[config.mk]
export PLATFORM = sky130hd
export DESIGN_NAME = branch_resolve_unit
export DESIGN_NICKNAME = d
export VERILOG_FILES = /design/src/rtl/branch_pkg.sv /design/src/rtl/branch_stat_counter.sv /design/src/rtl/branch_resolve_unit.sv
export SDC_FILE = /design/constraint.sdc
export NUM_CORES = 1
export LEC_CHECK = 0
export ABC_AREA = 1
export CAP_MARGIN = 20
export CORE_UTILIZATION = 64
export CTS_CLUSTER_DIAMETER = 120
export DETAILED_ROUTE_END_ITERATION = 6
export DONT_BUFFER_PORTS = 1
export GPL_TIMING_DRIVEN = 0
export HOLD_SLACK_MARGIN = 0.02
export PLACE_DENSITY = 0.85
export SYNTH_ARGS = -nofsm -noshare
export SYNTH_HDL_FRONTEND = slang
export SYNTH_SLANG_ARGS = --single-unit
[constraint.sdc]
create_clock -name clk -period 2.25 [get_ports clk]
set_input_delay 0.3375 -clock clk [delete_from_list [all_inputs] [get_ports clk]]
set_output_delay 0.3375 -clock clk [all_outputs]
set_load 0.05 [all_outputs]
[src/rtl/branch_pkg.sv]
// Shared definitions for the branch resolution path.
// - BR_XLEN     : default address width of PCs and targets
// - PC_INC      : sequential instruction step used for the not-taken fall-through
// - br_slot_t   : one pipeline tracking slot (ID or EX)
// - BR_SLOT_EMPTY : bubble value loaded on reset and flush
package branch_pkg;

  localparam int BR_XLEN = 32;

  localparam logic [BR_XLEN-1:0] PC_INC = BR_XLEN'(4);

  typedef struct packed {
    logic               valid;
    logic               is_branch;
    logic               pred_taken;
    logic               resolved;     // outcome already reported while the slot was held
    logic [BR_XLEN-1:0] pc;
    logic [BR_XLEN-1:0] pred_target;
  } br_slot_t;

  localparam br_slot_t BR_SLOT_EMPTY = '0;

endpackage

[src/rtl/branch_stat_counter.sv]
// Saturating event counter for branch statistics.
// Ports:
//   clk   - clock, all state on rising edge
//   clr   - synchronous clear (active high)
//   inc   - count one event this cycle
//   count - current value; sticks at all-ones instead of wrapping
module branch_stat_counter #(
  parameter int CNT_W = 16
) (
  input  logic             clk,
  input  logic             clr,
  input  logic             inc,
  output logic [CNT_W-1:0] count
);

  logic [CNT_W-1:0] count_reg;

  always_ff @(posedge clk) begin
    if (clr) begin
      count_reg <= '0;
    end else if (inc && (count_reg != '1)) begin
      count_reg <= count_reg + CNT_W'(1);
    end
  end

  assign count = count_reg;

endmodule

[src/rtl/branch_resolve_unit.sv]
// Branch resolution unit: tracks each fetched prediction through ID and EX,
// compares it with the outcome computed in EX, and drives predictor update,
// pipeline flush and fetch redirect. Keeps saturating branch / mispredict counts.
// Ports:
//   clk, rst              - clock and synchronous active-high reset
//   if_valid/if_is_branch/if_predict_taken/if_pc/if_pred_target - IF stage instruction + prediction
//   stall                 - hold IF/ID/EX (flush overrides)
//   ex_resolve_valid/ex_taken/ex_target - actual outcome from EX
//   pred_update_en/pred_update_taken    - predictor training (same cycle as resolve)
//   flush/redirect_pc     - kill IF/ID and restart fetch (redirect_pc is 0 when no flush)
//   branch_cnt/mispredict_cnt           - statistics, updated the cycle after resolve
module branch_resolve_unit
  import branch_pkg::*;
#(
  parameter int XLEN  = BR_XLEN,   // must match BR_XLEN, the slot field width
  parameter int CNT_W = 16
) (
  input  logic             clk,
  input  logic             rst,
  input  logic             if_valid,
  input  logic             if_is_branch,
  input  logic             if_predict_taken,
  input  logic [XLEN-1:0]  if_pc,
  input  logic [XLEN-1:0]  if_pred_target,
  input  logic             stall,
  input  logic             ex_resolve_valid,
  input  logic             ex_taken,
  input  logic [XLEN-1:0]  ex_target,
  output logic             pred_update_en,
  output logic             pred_update_taken,
  output logic             flush,
  output logic [XLEN-1:0]  redirect_pc,
  output logic [CNT_W-1:0] branch_cnt,
  output logic [CNT_W-1:0] mispredict_cnt
);

  br_slot_t id_reg, id_next;
  br_slot_t ex_reg, ex_next;
  logic     resolve;
  logic     mispredict;

  // Resolution compare. rst gates everything so no outcome leaks out while
  // reset is asserted, even if EX still holds a live branch.
  always_comb begin
    resolve    = ~rst & ex_reg.valid & ex_reg.is_branch & ~ex_reg.resolved
                 & ex_resolve_valid;
    // Target only matters when the branch was actually taken.
    mispredict = resolve & ((ex_reg.pred_taken != ex_taken)
                 | (ex_taken & (ex_reg.pred_target != ex_target)));
  end

  assign pred_update_en    = resolve;
  assign pred_update_taken = resolve & ex_taken;
  assign flush             = mispredict;
  // Fall-through wraps naturally at the top of the address space.
  assign redirect_pc       = mispredict ? (ex_taken ? ex_target : ex_reg.pc + PC_INC)
                                        : '0;

  // Slot advance: flush beats stall; a held slot remembers that it resolved.
  always_comb begin
    id_next = id_reg;
    ex_next = ex_reg;
    if (mispredict) begin
      id_next = BR_SLOT_EMPTY;
      ex_next = BR_SLOT_EMPTY;
    end else if (!stall) begin
      id_next.valid       = if_valid;
      id_next.is_branch   = if_is_branch;
      id_next.pred_taken  = if_predict_taken;
      id_next.resolved    = 1'b0;
      id_next.pc          = if_pc;
      id_next.pred_target = if_pred_target;
      ex_next             = id_reg;
    end else if (resolve) begin
      ex_next.resolved = 1'b1;
    end
  end

  always_ff @(posedge clk) begin
    if (rst) begin
      id_reg <= BR_SLOT_EMPTY;
      ex_reg <= BR_SLOT_EMPTY;
    end else begin
      id_reg <= id_next;
      ex_reg <= ex_next;
    end
  end

  branch_stat_counter #(.CNT_W(CNT_W)) u_branch_cnt (
    .clk   (clk),
    .clr   (rst),
    .inc   (resolve),
    .count (branch_cnt)
  );

  branch_stat_counter #(.CNT_W(CNT_W)) u_mispredict_cnt (
    .clk   (clk),
    .clr   (rst),
    .inc   (mispredict),
    .count (mispredict_cnt)
  );

endmodule

==> results of run 1 <==
==> cells in the mapped netlist, drive strengths merged <==
cell type  instances  area, um^2
nor3              19         100
clkbuf            39         146
nand3             39         200
a211oi            13        97.6
nand2            384        1450
xor2              28         245
nor3b              1        7.51
nor4               1        6.26
dfxtp            167        3340
a31oi              1        6.26
nor2             175         747
xnor2              6        52.6
a21oi             93         469
ha                 3        37.5
or2                3        18.8
nand3b             2        15.0
inv              141         529
nand4             28         181
buf               22         139
o21ai            101         505
==> layer usage <==
layer,vias to the layer above,track usage,wire (um)
li1,4088,-,-
met1,4056,0.516,11000
met2,634,0.628,13000
met3,162,0.126,3900
met4,0,0.229,1770
met5,-,0,0
==> through the flow <==
| step | power, W | setup TNS (ps) | utilization | setup WS (ps) |
|---|---|---|---|---|
| floorplan | 0.00369 | -4570 | - | -453 |
| global placement | 0.00385 | -15290 | 0.682 | -955 |
| detailed placement | 0.00387 | -11760 | 0.685 | -804 |
| CTS | 0.00675 | -8090 | 0.799 | -496 |
| global route | 0.00705 | -15260 | 0.833 | -557 |
| finish | 0.00685 | -11670 | 0.833 | -537 |
==> area by class of cell <==
class	instances	area, um^2
Sequential cell	167	3440
Inverter	141	541
Buffer	60	313
Multi-Input combinational cell	897	4990
Antenna cell	2	5.00
Clock buffer	22	484
Clock inverter	10	93.8
Fill cell	787	2100
Tap cell	172	215
Timing Repair Buffer	44	430
==> power breakdown <==
| part | switching [W] | internal (W) |
|---|---|---|
| Clock | 0.00124 | 0.00164 |
| Combinational | 0.000520 | 0.000243 |
| Sequential | 0.000115 | 0.00309 |
| Total | 0.00187 | 0.00498 |
==> final timing paths <==
kind,to,cells past startpoint,start
worst max-delay path,redirect_pc[26],12,ex_reg[34]
worst min-delay path,id_reg[39],2,if_pc[7]
worst max register to register,ex_reg[50],16,ex_reg[29]
worst min register to register,id_reg[32],2,id_reg[32]
==> cells by family after synthesis <==
family                   Yosys count
adder cells (fa/ha/maj)            3
AO/OA/AOI/OAI                    208
flip-flops                       167
XOR/XNOR                          34
buffers and inverters            202
AND/OR/NAND/NOR                  652
==> critical path, delay by kind of cell (launching register included) <==
kind	cells	cell delay, ps
buf+inv	3	380
flops	1	370
compound gates	1	440
fa+ha+maj	1	140
simple gates	7	680
==> timing repair <==
action                     in CTS  in global routing
setup endpoints to repair      35                 53
pin swaps                      41                 50
resized for setup             167                 87
gates cloned                    0                  1
buffers inserted               29                 18
==> flow_metrics.env, run 1 <==
export IMPL_grt_pass1_vias=7919
export IMPL_cts_buffer_depth=2
export IMPL_synthAdderAreaFrac=0.00452
export IMPL_netlist_instances=1266
export IMPL_crit_chain="ha_4, nand2_4, nor2_4, nand3_4, buf_4, buf_6, nor2_4, buf_6, nand3_1, nand2_1, nand2_2, a21oi_4"
export IMPL_synth_compound_area_frac=0.130
export IMPL_placedCellCount=1438
export IMPL_routed_wl_um=29700
export IMPL_dp_hpwl_um=19000
export IMPL_clock_fmax_ghz=0.359
export IMPL_fin_hold_ws_ps=35.0
export IMPL_io_buffers=0
export IMPL_crit_path_top_delay_cell="a21oi_4"
export IMPL_synth_cell_types=31
export IMPL_rsz0062_at_grt="yes"
export IMPL_start_util=0.658
export IMPL_fin_ws_ps=-537
export IMPL_cp_start_kind="flop"
export IMPL_h_tree_depth=4
export IMPL_failed_checks="negative setup slack"
export IMPL_place_area_um2=8650
export IMPL_vdd_drop_max_v=0.000758
export IMPL_root_buffer="clkbuf_16"
export IMPL_die_width_um=116
export IMPL_cts_sinks=167
export IMPL_row_count=41
export IMPL_fp_dieH_um=116
export IMPL_hold_class="primary input to flop"
export IMPL_clock_latency_ps=440
export IMPL_holdBufCountCts=0
export IMPL_fin_worst_skew_ps=9.65
export IMPL_r2r_slack_ps=-10
export IMPL_fin_crit_sh=1.24
export IMPL_post_route_drc_count=0
export IMPL_ios=171
export IMPL_cts_tree="built"
export IMPL_synthToLayoutAreaGrowth_pct=26.7
export IMPL_setup_violations=34
export IMPL_first_pass_iters=6
export IMPL_core_area_um2=12600
export IMPL_synth_xor_area_share=0.0359
export IMPL_yosys_area_share_simple=0.329
export IMPL_max_slew_margin=0.405
export IMPL_leakagePower_nw=4.30
export IMPL_drive_above_1_share=0.240
export IMPL_hold_violations=0
export IMPL_largest_register_ff_count=68
export IMPL_grt_start_max_net_pins=17
export IMPL_antenna_found_initial=2
export IMPL_synth_top_family_by_area="simple AND/OR/NAND/NOR gates"
export IMPL_drv_cap=0
export IMPL_cpPeakStageDelay_ps=440
export IMPL_die_area_um2=13400
export IMPL_synth_mux_area_frac=0
export IMPL_layout_common_cells="nand2_1, dfxtp_1, inv_1, nor2_1, o21ai_0"
export IMPL_run_status="complete, but fails checks"
export IMPL_worstSetupPathType="flop to output port"
export IMPL_cp_end_kind="output port"
export IMPL_gr_total_overflow=0
export IMPL_place_congestion=0.950
export IMPL_numCtsBuffers=17
export IMPL_stdcell_count=1515
export IMPL_path_clk_slew_ps=70
export IMPL_ant_nets=0
export IMPL_synth_seq_cells=167
export IMPL_final_common_cell="nand2_1"
export IMPL_synth_seq_area_share=0.403
export IMPL_power_density_nw_per_um2=651
export IMPL_fin_crit_ps=2790
export IMPL_track_usage=0.411
export IMPL_worst_path_max_fanout=2
export IMPL_netlist_area_um2=8300
export IMPL_drv_slew=0
export IMPL_tightest_slew_ps=892
export IMPL_grt_pass1_wl_um=40900
export IMPL_finalNetCount=1435
export IMPL_syn_avg_cell_area_um2=6.56
export IMPL_avgViaCountPerCell=5.90
export IMPL_drt_iter0_markers=1025
export IMPL_arrival_ps=2450
export IMPL_via_count=8940
export IMPL_wl_per_cell_um=19.6
export IMPL_yosys_warnings=0
export IMPL_synth_nets=1373
export IMPL_final_area_um2=10500
export IMPL_crit_required_ps=1910
(Power assumes the default switching activity.)
==> run 2: changes to the inputs <==
CELL_PAD_IN_SITES_DETAIL_PLACEMENT = 2   (was not set)
CELL_PAD_IN_SITES_GLOBAL_PLACEMENT = 2   (was not set)
CORE_UTILIZATION = 34   (was 64)
PLACE_DENSITY = 0.84   (was 0.85)
==> run 2 against run 1 <==
The run ends with negative hold slack, negative setup slack left. Hold slack lost 39 ps. Die area rose by 86%. Clock-buffer cell count is 1 lower. Fmax is 15% lower. Critical endpoint is now redirect_pc[13]. Via count grew 14%. Non-clock buffer count up 11. Critical path type unchanged.
==> flow_metrics.env, run 2 (synthesis results as in run 1) <==
export IMPL_fin_ws_ps=-1030
export IMPL_holdPathEnd="id_reg[25]"
export IMPL_grt_pass1_vias=10500
export IMPL_ant_nets=0
export IMPL_grt_start_max_net_pins=17
export IMPL_numCtsBuffers=17
export IMPL_tightest_slew_ps=1110
export IMPL_nFillCells=2790
export IMPL_r2r_end="u_mispredict_cnt.count[11]"
export IMPL_die_width_um=158
export IMPL_cpPeakStageDelay_ps=640
export IMPL_antenna_found_initial=2
export IMPL_crit_path_top_delay_cell="a211oi_4"
export IMPL_ios=171
export IMPL_synthToLayoutAreaGrowth_pct=32.3
export IMPL_root_buffer="clkbuf_16"
export IMPL_finalNetCount=1446
export IMPL_core_area_um2=23700
export IMPL_r2r_slack_ps=-560
export IMPL_cts_tree="built"
export IMPL_h_tree_depth=4
export IMPL_max_slew_margin=0.258
export IMPL_io_buffers=0
export IMPL_routed_wl_um=54100
export IMPL_worst_path_max_fanout=5
export IMPL_clock_latency_ps=490
export IMPL_fp_dieH_um=158
export IMPL_fin_crit_ps=3280
export IMPL_die_area_um2=25000
export IMPL_gr_total_overflow=0
export IMPL_drv_cap=0
export IMPL_first_pass_iters=5
export IMPL_path_common_cell="nor2_1"
export IMPL_cp_end_kind="output port"
export IMPL_failed_checks="negative hold slack, negative setup slack"
export IMPL_run_status="complete, but fails checks"
export IMPL_clock_fmax_ghz=0.305
export IMPL_setup_violations=186
export IMPL_grt_pass1_wl_um=67200
export IMPL_diodes=0
export IMPL_start_util=0.351
export IMPL_hp_start="if_pred_target[25]"
export IMPL_fin_worst_skew_ps=20.3
export IMPL_leakagePower_nw=4.36
export IMPL_post_route_drc_count=0
export IMPL_totalPowerFinal_w=0.00760
export IMPL_rsz0062_at_grt="yes"
export IMPL_holdPathStages=2
export IMPL_hold_class="primary input to flop"
export IMPL_via_count=10200
export IMPL_r2r_cells=10
export IMPL_power_density_nw_per_um2=692
export IMPL_pre_cts_ws_ps=-911
export IMPL_worstSetupPathType="flop to output port"
export IMPL_drt_iter0_markers=956
export IMPL_wl_per_cell_um=32.4
export IMPL_cts_sinks=167
export IMPL_avgViaCountPerCell=6.08
export IMPL_crit_required_ps=1910
export IMPL_place_congestion=0.914
export IMPL_cp_start_kind="flop"
export IMPL_row_count=56
export IMPL_finish_utilization=0.464
export IMPL_drive_above_1_share=0.274
export IMPL_path_clk_slew_ps=70
export IMPL_fin_crit_sh=1.46
export IMPL_fin_hold_ws_ps=-4.12
export IMPL_vdd_drop_max_v=0.000571
export IMPL_crit_chain="nor2_1, nor2_1, nand3_1, nor2_2, nand3_4, nand2_8, buf_12, a211oi_4"
export IMPL_drv_slew=0
export IMPL_hold_violations=2
export IMPL_rr_startpoint="ex_reg[16]"
export IMPL_track_usage=0.370
export IMPL_arrival_ps=2940
export IMPL_largest_register_ff_count=68
export IMPL_dp_hpwl_um=26300
export IMPL_final_common_cell="nand2_1"
export IMPL_layout_common_cells="nand2_1, inv_1, nor2_1, dfxtp_1, o21ai_0"
export IMPL_setup_tns_ps=-83640
export IMPL_cts_buffer_depth=2
==> run 2: cell count changes in the layout (fill, tap and decap cells not counted), moves of 8 or more <==
cell	delta
nand2_2	+9
dfxtp_4	-8
dfxtp_1	-15
dfxtp_2	+23
==> run 2: power breakdown <==
part | switching (W) | internal [W]
Clock | 0.00147 | 0.00192
Combinational | 0.000703 | 0.000251
Sequential | 0.000149 | 0.00310
Total | 0.00233 | 0.00527
==> run 2: worst max path at each step <==
| stage | start | cells past startpoint | slack (ps) | to |
|---|---|---|---|---|
| after global routing | ex_reg[16] | 10 | -1010 | redirect_pc[29] |
| after floorplan | rst | 6 | -450 | redirect_pc[11] |
| final | ex_reg[16] | 8 | -1030 | redirect_pc[13] |
| after global placement | ex_reg[66] | 7 | -1180 | redirect_pc[7] |
| after detailed placement | ex_reg[34] | 10 | -910 | redirect_pc[18] |
| after CTS | ex_reg[34] | 9 | -590 | redirect_pc[22] |
==> run 2: layout make-up <==
type | instances | area [um^2] | share of cell area
multi-input combinational | 897 | 5100 | 0.464
clock buffer | 21 | 460 | 0.0419
clock inverter | 10 | 170 | 0.0155
timing repair buffer | 55 | 542 | 0.0493
sequential | 167 | 3440 | 0.313
inverter | 141 | 548 | 0.0499
tap | 319 | 399 | 0.0363
buffer | 60 | 328 | 0.0298
==> run 2: metal layers <==
metal / global-route usage / routed length [um] / share of wire / vias up
met4: 0.186 / 3670 / 0.068 / 2
li1: - / - / - / 4111
met3: 0.107 / 5310 / 0.098 / 255
met1: 0.426 / 20100 / 0.37 / 5135
met2: 0.625 / 25000 / 0.46 / 658
met5: 0 / 12 / 0.00022 / -
==> run 2: critical path, delay by kind of cell (launching register included) <==
kind	cells	cell delay [ps]
compound gates	1	640
buf+inv	1	180
flops	1	360
simple gates	6	1280
==> run 2: metrics by stage <==
stage,std cells,cell area (um^2)
after floorplan,1266,8390
after global placement,1585,8790
after detailed placement,1587,8860
after CTS,1650,10400
after global routing,1670,11000
final,1670,11000
==> run 2: timing repair <==
item | 4_1_cts | 5_1_grt
hold endpoints to repair | 3 | 0
hold buffers | 3 | 0
pin swaps | 42 | 53
gates cloned | 1 | 1
gates resized for setup | 169 | 150
endpoints found under the setup margin | 95 | 180
setup buffers | 31 | 25
